## src/rtl/vregfile_rdseq_if.sv

```systemverilog
// Handshake/bus bundle for the vector register-file read sequencer.
// Groups the command, register-file read port, write-port snoop and element output.
// slave = sequencer side, master = environment side (command source, RF, sink).
interface vregfile_rdseq_if #(
  parameter int WIDTH       = 32,
  parameter int LOG2NUMREGS = 4
);
  // command
  logic                   cmd_valid;
  logic                   cmd_ready;
  logic [LOG2NUMREGS-1:0] cmd_base;
  logic [LOG2NUMREGS:0]   cmd_len;
  // register-file read port A
  logic [LOG2NUMREGS-1:0] rf_a_reg;
  logic                   rf_a_en;
  logic [WIDTH-1:0]       rf_a_readdataout;
  // register-file write-port snoop
  logic [LOG2NUMREGS-1:0] wr_reg;
  logic [WIDTH-1:0]       wr_data;
  logic                   wr_we;
  // element output
  logic                   out_valid;
  logic                   out_ready;
  logic [WIDTH-1:0]       out_data;
  logic [LOG2NUMREGS-1:0] out_idx;
  logic                   out_last;
  // status
  logic                   busy;

  modport slave (
    input  cmd_valid, cmd_base, cmd_len, rf_a_readdataout,
           wr_reg, wr_data, wr_we, out_ready,
    output cmd_ready, rf_a_reg, rf_a_en, out_valid, out_data,
           out_idx, out_last, busy
  );

  modport master (
    output cmd_valid, cmd_base, cmd_len, rf_a_readdataout,
           wr_reg, wr_data, wr_we, out_ready,
    input  cmd_ready, rf_a_reg, rf_a_en, out_valid, out_data,
           out_idx, out_last, busy
  );
endinterface

```

## src/rtl/vregfile_rdseq.sv

```systemverilog
// Vector register-file read sequencer: streams len registers starting at base (wrapping) out as elements.
// Latency: first out_valid 3 cycles after command accept, then one element per cycle.
// Backpressure: 2-entry output FIFO; reads are only issued while FIFO+inflight would stay below 2.
// Ports: clk, resetn (synchronous, active-high), bus (slave modport: cmd_*, rf_a_*, wr_* snoop, out_*, busy).
module vregfile_rdseq #(
  parameter int WIDTH       = 32,
  parameter int NUMREGS     = 16,
  parameter int LOG2NUMREGS = 4
) (
  input  logic                clk,
  input  logic                resetn,
  vregfile_rdseq_if.slave     bus
);

  localparam logic [1:0] S_IDLE  = 2'd0;
  localparam logic [1:0] S_RUN   = 2'd1;
  localparam logic [1:0] S_DRAIN = 2'd2;

  localparam logic [LOG2NUMREGS:0] NREGS_W = (LOG2NUMREGS+1)'(NUMREGS);

  logic [1:0]             state;
  logic [LOG2NUMREGS-1:0] base_q;
  logic [LOG2NUMREGS:0]   len_q;
  logic [LOG2NUMREGS:0]   cnt_q;

  // element whose read was issued last cycle (data arrives this cycle)
  logic                   inflight_q;
  logic [LOG2NUMREGS-1:0] infl_idx_q;
  logic                   infl_last_q;
  logic                   byp_vld_q;
  logic [WIDTH-1:0]       byp_dat_q;

  // 2-entry output FIFO
  logic [WIDTH-1:0]       fifo_dat  [2];
  logic [LOG2NUMREGS-1:0] fifo_idx  [2];
  logic                   fifo_last [2];
  logic                   wr_ptr;
  logic                   rd_ptr;
  logic [1:0]             fifo_cnt;

  logic [LOG2NUMREGS:0]   addr_sum;
  logic [1:0]             occupancy;
  logic                   pop;
  logic                   can_issue;
  logic                   last_issue;

  // base + i can reach 2*NUMREGS-2, so one subtraction is enough for the wrap
  assign addr_sum     = {1'b0, base_q} + cnt_q;
  assign bus.rf_a_reg = LOG2NUMREGS'((addr_sum >= NREGS_W) ? addr_sum - NREGS_W : addr_sum);

  assign bus.out_valid = (fifo_cnt != 2'd0);
  assign bus.out_data  = fifo_dat[rd_ptr];
  assign bus.out_idx   = fifo_idx[rd_ptr];
  assign bus.out_last  = fifo_last[rd_ptr];
  assign pop           = bus.out_valid & bus.out_ready;

  // a slot freed by this cycle's pop may be reused by this cycle's issue
  assign occupancy  = fifo_cnt + {1'b0, inflight_q} - {1'b0, pop};
  assign can_issue  = (state == S_RUN) && (occupancy < 2'd2);
  assign last_issue = (cnt_q == len_q - 1'b1);

  assign bus.rf_a_en   = can_issue;
  assign bus.cmd_ready = (state == S_IDLE);
  assign bus.busy      = (state != S_IDLE);

  always_ff @(posedge clk) begin
    if (resetn) begin
      state       <= S_IDLE;
      base_q      <= '0;
      len_q       <= '0;
      cnt_q       <= '0;
      inflight_q  <= 1'b0;
      infl_idx_q  <= '0;
      infl_last_q <= 1'b0;
      byp_vld_q   <= 1'b0;
      byp_dat_q   <= '0;
      wr_ptr      <= 1'b0;
      rd_ptr      <= 1'b0;
      fifo_cnt    <= 2'd0;
      for (int k = 0; k < 2; k++) begin
        fifo_dat[k]  <= '0;
        fifo_idx[k]  <= '0;
        fifo_last[k] <= 1'b0;
      end
    end else begin
      case (state)
        S_IDLE: begin
          if (bus.cmd_valid && bus.cmd_len != '0) begin
            base_q <= bus.cmd_base;
            len_q  <= bus.cmd_len;
            cnt_q  <= '0;
            state  <= S_RUN;
          end
        end
        S_RUN: begin
          if (can_issue) begin
            cnt_q <= cnt_q + 1'b1;
            if (last_issue) state <= S_DRAIN;
          end
        end
        S_DRAIN: begin
          if (fifo_cnt == 2'd0 && !inflight_q) state <= S_IDLE;
        end
        default: state <= S_IDLE;
      endcase

      inflight_q  <= can_issue;
      infl_idx_q  <= cnt_q[LOG2NUMREGS-1:0];
      infl_last_q <= last_issue;
      // the RF returns old data on a same-cycle write, so capture the new value here
      byp_vld_q   <= bus.wr_we && (bus.wr_reg == bus.rf_a_reg);
      byp_dat_q   <= bus.wr_data;

      if (inflight_q) begin
        fifo_dat[wr_ptr]  <= byp_vld_q ? byp_dat_q : bus.rf_a_readdataout;
        fifo_idx[wr_ptr]  <= infl_idx_q;
        fifo_last[wr_ptr] <= infl_last_q;
        wr_ptr            <= ~wr_ptr;
      end
      if (pop) rd_ptr <= ~rd_ptr;
      fifo_cnt <= fifo_cnt + {1'b0, inflight_q} - {1'b0, pop};
    end
  end

endmodule
```

## src/flat_wrapper.sv

```systemverilog
// flat-port wrapper written by rule: the top's interface ports become plain ports
module vregfile_rdseq_flat 
#(
  parameter int WIDTH       = 32,
  parameter int NUMREGS     = 16,
  parameter int LOG2NUMREGS = 4
)
  (clk, resetn, bus_cmd_valid, bus_cmd_base, bus_cmd_len, bus_rf_a_readdataout, bus_wr_reg, bus_wr_data, bus_wr_we, bus_out_ready, bus_cmd_ready, bus_rf_a_reg, bus_rf_a_en, bus_out_valid, bus_out_data, bus_out_idx, bus_out_last, bus_busy);
  vregfile_rdseq_if #(.WIDTH(WIDTH), .LOG2NUMREGS(LOG2NUMREGS)) bus_i ();
  input  logic clk;
  input  logic resetn;
  input wire logic [$bits(bus_i.cmd_valid)-1:0] bus_cmd_valid;
  input wire logic [$bits(bus_i.cmd_base)-1:0] bus_cmd_base;
  input wire logic [$bits(bus_i.cmd_len)-1:0] bus_cmd_len;
  input wire logic [$bits(bus_i.rf_a_readdataout)-1:0] bus_rf_a_readdataout;
  input wire logic [$bits(bus_i.wr_reg)-1:0] bus_wr_reg;
  input wire logic [$bits(bus_i.wr_data)-1:0] bus_wr_data;
  input wire logic [$bits(bus_i.wr_we)-1:0] bus_wr_we;
  input wire logic [$bits(bus_i.out_ready)-1:0] bus_out_ready;
  output wire logic [$bits(bus_i.cmd_ready)-1:0] bus_cmd_ready;
  output wire logic [$bits(bus_i.rf_a_reg)-1:0] bus_rf_a_reg;
  output wire logic [$bits(bus_i.rf_a_en)-1:0] bus_rf_a_en;
  output wire logic [$bits(bus_i.out_valid)-1:0] bus_out_valid;
  output wire logic [$bits(bus_i.out_data)-1:0] bus_out_data;
  output wire logic [$bits(bus_i.out_idx)-1:0] bus_out_idx;
  output wire logic [$bits(bus_i.out_last)-1:0] bus_out_last;
  output wire logic [$bits(bus_i.busy)-1:0] bus_busy;
  assign bus_i.cmd_valid = bus_cmd_valid;
  assign bus_i.cmd_base = bus_cmd_base;
  assign bus_i.cmd_len = bus_cmd_len;
  assign bus_i.rf_a_readdataout = bus_rf_a_readdataout;
  assign bus_i.wr_reg = bus_wr_reg;
  assign bus_i.wr_data = bus_wr_data;
  assign bus_i.wr_we = bus_wr_we;
  assign bus_i.out_ready = bus_out_ready;
  assign bus_cmd_ready = bus_i.cmd_ready;
  assign bus_rf_a_reg = bus_i.rf_a_reg;
  assign bus_rf_a_en = bus_i.rf_a_en;
  assign bus_out_valid = bus_i.out_valid;
  assign bus_out_data = bus_i.out_data;
  assign bus_out_idx = bus_i.out_idx;
  assign bus_out_last = bus_i.out_last;
  assign bus_busy = bus_i.busy;
  vregfile_rdseq #(.WIDTH(WIDTH), .NUMREGS(NUMREGS), .LOG2NUMREGS(LOG2NUMREGS)) u_core (.clk(clk), .resetn(resetn), .bus(bus_i));
endmodule
```

## config.mk

```make
export PLATFORM = sky130hd
export DESIGN_NAME = vregfile_rdseq_flat
export DESIGN_NICKNAME = d
export VERILOG_FILES = /design/src/rtl/vregfile_rdseq_if.sv /design/src/rtl/vregfile_rdseq.sv /design/src/flat_wrapper.sv
export SDC_FILE = /design/constraint.sdc
export NUM_CORES = 1
export LEC_CHECK = 0
export BUFFER_PORTS_ARGS = -buffer_cell sky130_fd_sc_hd__buf_4
export CORE_MARGIN = 4
export CORE_UTILIZATION = 58
export DETAILED_ROUTE_END_ITERATION = 8
export GPL_TIMING_DRIVEN = 0
export PLACE_DENSITY = 0.84
export SLEW_MARGIN = 10
export SYNTH_ARGS = -nofsm -noshare
export SYNTH_HDL_FRONTEND = slang
export SYNTH_SLANG_ARGS = --single-unit
```

## constraint.sdc

```tcl
create_clock -name clk -period 4.9 [get_ports clk]
set_input_delay 0.245 -clock clk [delete_from_list [all_inputs] [get_ports clk]]
set_output_delay 0.245 -clock clk [all_outputs]
set_load 0.02 [all_outputs]
```

# After elaboration in Yosys (flattened, before gate mapping)
# Memory sizes are Yosys's and may differ from the RTL's. A register that Yosys moved wholly into a read port is not among the register bits.
# Index checks and enable logic that the tools add are counted.
# totals
regBits	59
n_memories	3
ramBits	74
wordCells	81
# memory_table
name	depth	width	rd	rd_ports_with_merged_regs	wr	line_no	text
u_core.fifo_dat	2	32	1	1	2	vregfile_rdseq.sv:34	logic [WIDTH-1:0] fifo_dat [2];
u_core.fifo_idx	2	4	1	1	2	vregfile_rdseq.sv:35	logic [LOG2NUMREGS-1:0] fifo_idx [2];
u_core.fifo_last	2	1	1	1	2	vregfile_rdseq.sv:36	logic fifo_last [2];
# op_classes
n_reduce_logical	17
n_eq_ne	8
muxes	30
n_addsub	6
bitwise	3
n_lt_le_gt_ge	2
# op_table
cell	count
two-way mux 32 bit	2
OR reduction 32 bit	1
two-way mux 1 bit	18
two-way mux 5 bit	2
case mux 5 bit (2 select lines)	1
two-way mux 2 bit	4
two-way mux 4 bit	2
inequality test 2 x 1 -> 1 bit (second input constant)	3
case mux 2 bit (3 select lines)	1
nonzero test 2 bit	3
adder 4 x 5 -> 5 bit	1
adder 5 x 1 -> 5 bit (second input constant)	1
equality test 5 bit	1
>= comparator 5 bit (second input constant)	1
nonzero test 5 bit	1
subtractor 5 x 1 -> 5 bit (second input constant)	1
equality test 4 bit	1
logical AND 1 bit	4
zero test 2 bit	2
AND reduction 4 bit	1
OR reduction 4 bit	1
subtractor 4 x 1 -> 4 bit (second input constant)	1
AND reduction 3 bit	1
adder 2 x 1 -> 2 bit	1
other kinds (10)	11

# Longest topological paths before layout
# logic_depth
word_depth	7
ltp_mapped	9

# Worst setup path before layout
# OpenSTA, ideal clock, no wires.
# synth_path
kind	register -> register
start	register u_core.inflight_q
end	memory u_core.fifo_dat[1][0] (enable)
required_ns	4.500
setup_time_ns	0.400
path_stages_with_launch	5
arrival_ns	1.863
setup_slack_ns	2.637
path_buffers	1
cell_sequence	dfxtp_1 > inv_1 > or3_1 > clkbuf_1 > nand2b_1
# synth_lines
item	line_no	text
start: declaration	vregfile_rdseq.sv:27	logic inflight_q;
start signal: assignment	vregfile_rdseq.sv:107	inflight_q <= can_issue;
end: declaration	vregfile_rdseq.sv:34	

# Worst setup path in the final report
# layout_path
start	register u_core.fifo_cnt[1]
end	output bus_rf_a_en
# layout_between
elab_chain_len	5
word_cells_on_any_way	6
classes_between	add/sub: 2; order compare: 1; bitwise: 1; reduce/logical: 2
# layout_rtl
item	line_no	text
start: declaration	vregfile_rdseq.sv:39	logic [1:0] fifo_cnt;
start signal: assignment	vregfile_rdseq.sv:121	fifo_cnt <= fifo_cnt + {1'b0, inflight_q} - {1'b0, pop};
nonzero test 2 bit	vregfile_rdseq.sv:51	assign bus.out_valid = (fifo_cnt != 2'd0);
AND 1 bit	vregfile_rdseq.sv:55	assign pop = bus.out_valid & bus.out_ready;
named net u_core.pop	vregfile_rdseq.sv:43	logic pop;
subtractor 2 x 1 -> 2 bit	vregfile_rdseq.sv:58	assign occupancy = fifo_cnt + {1'b0, inflight_q} - {1'b0, pop};
less-than comparator 2 bit	vregfile_rdseq.sv:59	assign can_issue = (state == S_RUN) && (occupancy < 2'd2);
logical AND 1 bit	vregfile_rdseq.sv:59	
end: declaration	flat_wrapper.sv:22	output wire logic [$bits(bus_i.rf_a_en)-1:0] bus_rf_a_en;
# The timed path passes the listed nets, and every way through them passes these cells.

==> qor.csv <==
metric,value,unit
status,"complete, no violations",
avgViaCountPerCell,5.18,
synth_xor_area_share,3.08,%
synth_cells,451,
cts_max_level,4,
synthArstFlopShare,0,%
finalHoldViolCount,0,
diodes,0,
clk_pin_slew_worst_paths,60,ps
cap_violations,0,
worst_pin_slew,784,ps
cts_buffers,17,
drt-wirelength-per-cell,16.9,µm
wl,13100,µm
fin_util,82.3,%
post-route-min-period,2830,ps
dpl-instance-area,6710,µm²
layout.nets,725,
setup_viol,0,
drv_slew,0,
cts.sinks,134,
required,4660,ps
synth_top_area_share,40.0,%
cp-end-kind,output port,
synth_area,5560,µm²
num_rows,35,
ioPinCount,127,
fp.dieW,106,µm
critPathKind,flop to output port,
ir_drop,222,µV
drive_gt1_share,32.3,%
remaining_drc_errors,0,
place_congestion,0.775,
synth-adder-area-share,1.94,%
cts_tree,yes,
yosysUniqueCellTypes,39,
p_per_area,416,nW/µm²
die_area,11200,µm²
cp-start-kind,flop,
ant_nets,0,
p_seq_share,41.4,%
overflow,0,
mostFrequentLayoutCell,buf_4,
p_leak,3.12,nW
fp.dieH,106,µm
p_sw_share,27.8,%
grt_first_pass_wirelength,21100,µm
p_comb_share,22.0,%
yosysTopAreaCell,edfxtp_1,
post-dp-hpwl,8450,µm
synth_top_family_by_area,multiplexers,
synth_area_leaders,"edfxtp_1, dfxtp_1, mux2_2, mux2i_1, nor2_1",
relSlewSlack,47.7,%
grt_max_degree,27,
synth-seq-area-share,61.6,%
cts_buffer_depth,2,
clock_latency,510,ps
yosysWarnings,0,
post-cts-setup-buffer-count,0,
crit_fanout,7,
fin_setup_tns,0,ps
cp.arrival,2590,ps
synth_area_per_cell,12.3,µm²
max_freq,353,MHz
ys.flop_type,edfxtp_1,
rsz0062_at_grt,no,
intPower,2.29,mW
grt_usage,24.4,%
synthMuxAreaShare,14.5,%
fin_area,7640,µm²
syn2layout_area_growth,37.4,%
clock-root-buffer,clkbuf_8,
multi_input_area,1990,µm²
synth_edf_count,74,
syn_nets,541,
synth_compound_area_share,2.32,%
p_clk_share,36.6,%
first_pass_iters,6,
final_cell_mix,"buf_4, nor2_1, edfxtp_1",
num_vias,4022,
yosys.area_share.simple,13.8,%
synth-seq-cells,134,
final.setup_skew,8.37,ps
drtIter0Drc,200,
fillers,485,
place.port_buffers,125,
switchingPower,882,µW
holdCritPathClass,input port to flop,
fin_crit_sh,57.9,%
grt_antenna_before_repair,0,
grt_pass1_vias,4320,
seq_area,3420,µm²
core,9280,µm²
initial_utilization,59.9,%
-- layer usage --
layer  GRT usage, %  share of wire (%)  up-vias  routed length, µm
met5              0                  0        -                  0
met1           27.7                 39     1940               5150
met4           10.3                2.5        0                328
li1               -                  -     1907                  -
met3           6.25                5.5       30                719
met2           43.6                 53      145               6910
-- registers in the layout (all words and copies together), names as in the netlist, 4 cells and up, named ones only --
register	count
u_core.base_q	4
u_core.byp_dat_q	32
u_core.cnt_q	5
u_core.fifo_dat	64
u_core.fifo_idx	8
u_core.infl_idx_q	4
u_core.len_q	5
-- final cells by class --
cell class	count	area share, %
sequential	134	44.8
multi-input combinational	280	26.0
timing repair buffer	165	17.9
clock buffer	18	5.47
tap	129	2.11
clock inverter	14	1.69
buffer	25	1.38
inverter	12	0.590
-- stage by stage --
stage	setup slack [ps]	hold WS [ps]	std cells	power, mW
2_1_floorplan	2640	373	451	1.73
3_3_place_gp	1880	456	705	1.98
3_5_place_dp	2530	462	707	2.00
4_1_cts	2040	5.65	777	3.18
5_1_grt	1900	26.2	777	3.29
6_report	2070	21.8	777	3.17
-- power groups by stage --
stage                     Combinational [mW]  Sequential, mW  Clock, mW
after floorplan                        0.409            1.32          0
after global placement                 0.651            1.33          0
after detailed placement               0.668            1.34          0
after CTS                              0.699            1.31       1.17
after global routing                   0.746            1.32       1.22
final                                  0.699            1.31       1.16
-- cell families (layout without fill, tap and decap cells) --
family	after synthesis	count (layout)
muxes	76	76
xor gates and xnor gates	18	18
buffers and inverters	37	234
DFF	134	134
adders and majority gates	8	8
AOI/OAI and AO/OA	17	17
and+or+nand+nor	161	161
-- critical path, cell delays in order (launching register included) --
cell and delay, ps:
dfxtp_1 310, or2_2 320, and2_1 190, ha_1 280, inv_1 40, ha_1 170, xnor3_1 350, nand2_1 190
inv_1 90, buf_4 130
-- path summary, 6_finish.rpt --
path	slack, ps	to	from	depth (start not counted)
max	2070	bus_rf_a_en	u_core.fifo_cnt[1]	9
min	20	u_core.len_q[4]	bus_cmd_len[4]	3
max reg2reg	2530	u_core.cnt_q[0]	u_core.fifo_cnt[1]	9
min reg2reg	500	u_core.len_q[4]	u_core.len_q[4]	2
-- synthesized netlist by cell type (6+ instances only) --
library cell and count:
clkbuf_1 20, a21oi_1 6, nor2_1 91, edfxtp_1 74
xor2_1 8, dfxtp_1 60, mux2_2 38, xnor2_1 9
inv_1 12, ha_1 7, mux2i_1 38, nand2_1 6
nor2b_1 38, nand3_1 7
-- repair_timing --
action | 4_1_cts | 5_1_grt
hold buffers | 38 | 0
hold endpoints to repair | 38 | 0
gates resized for setup | 0 | 0
Note: power is estimated with default switching activity, not from simulation.
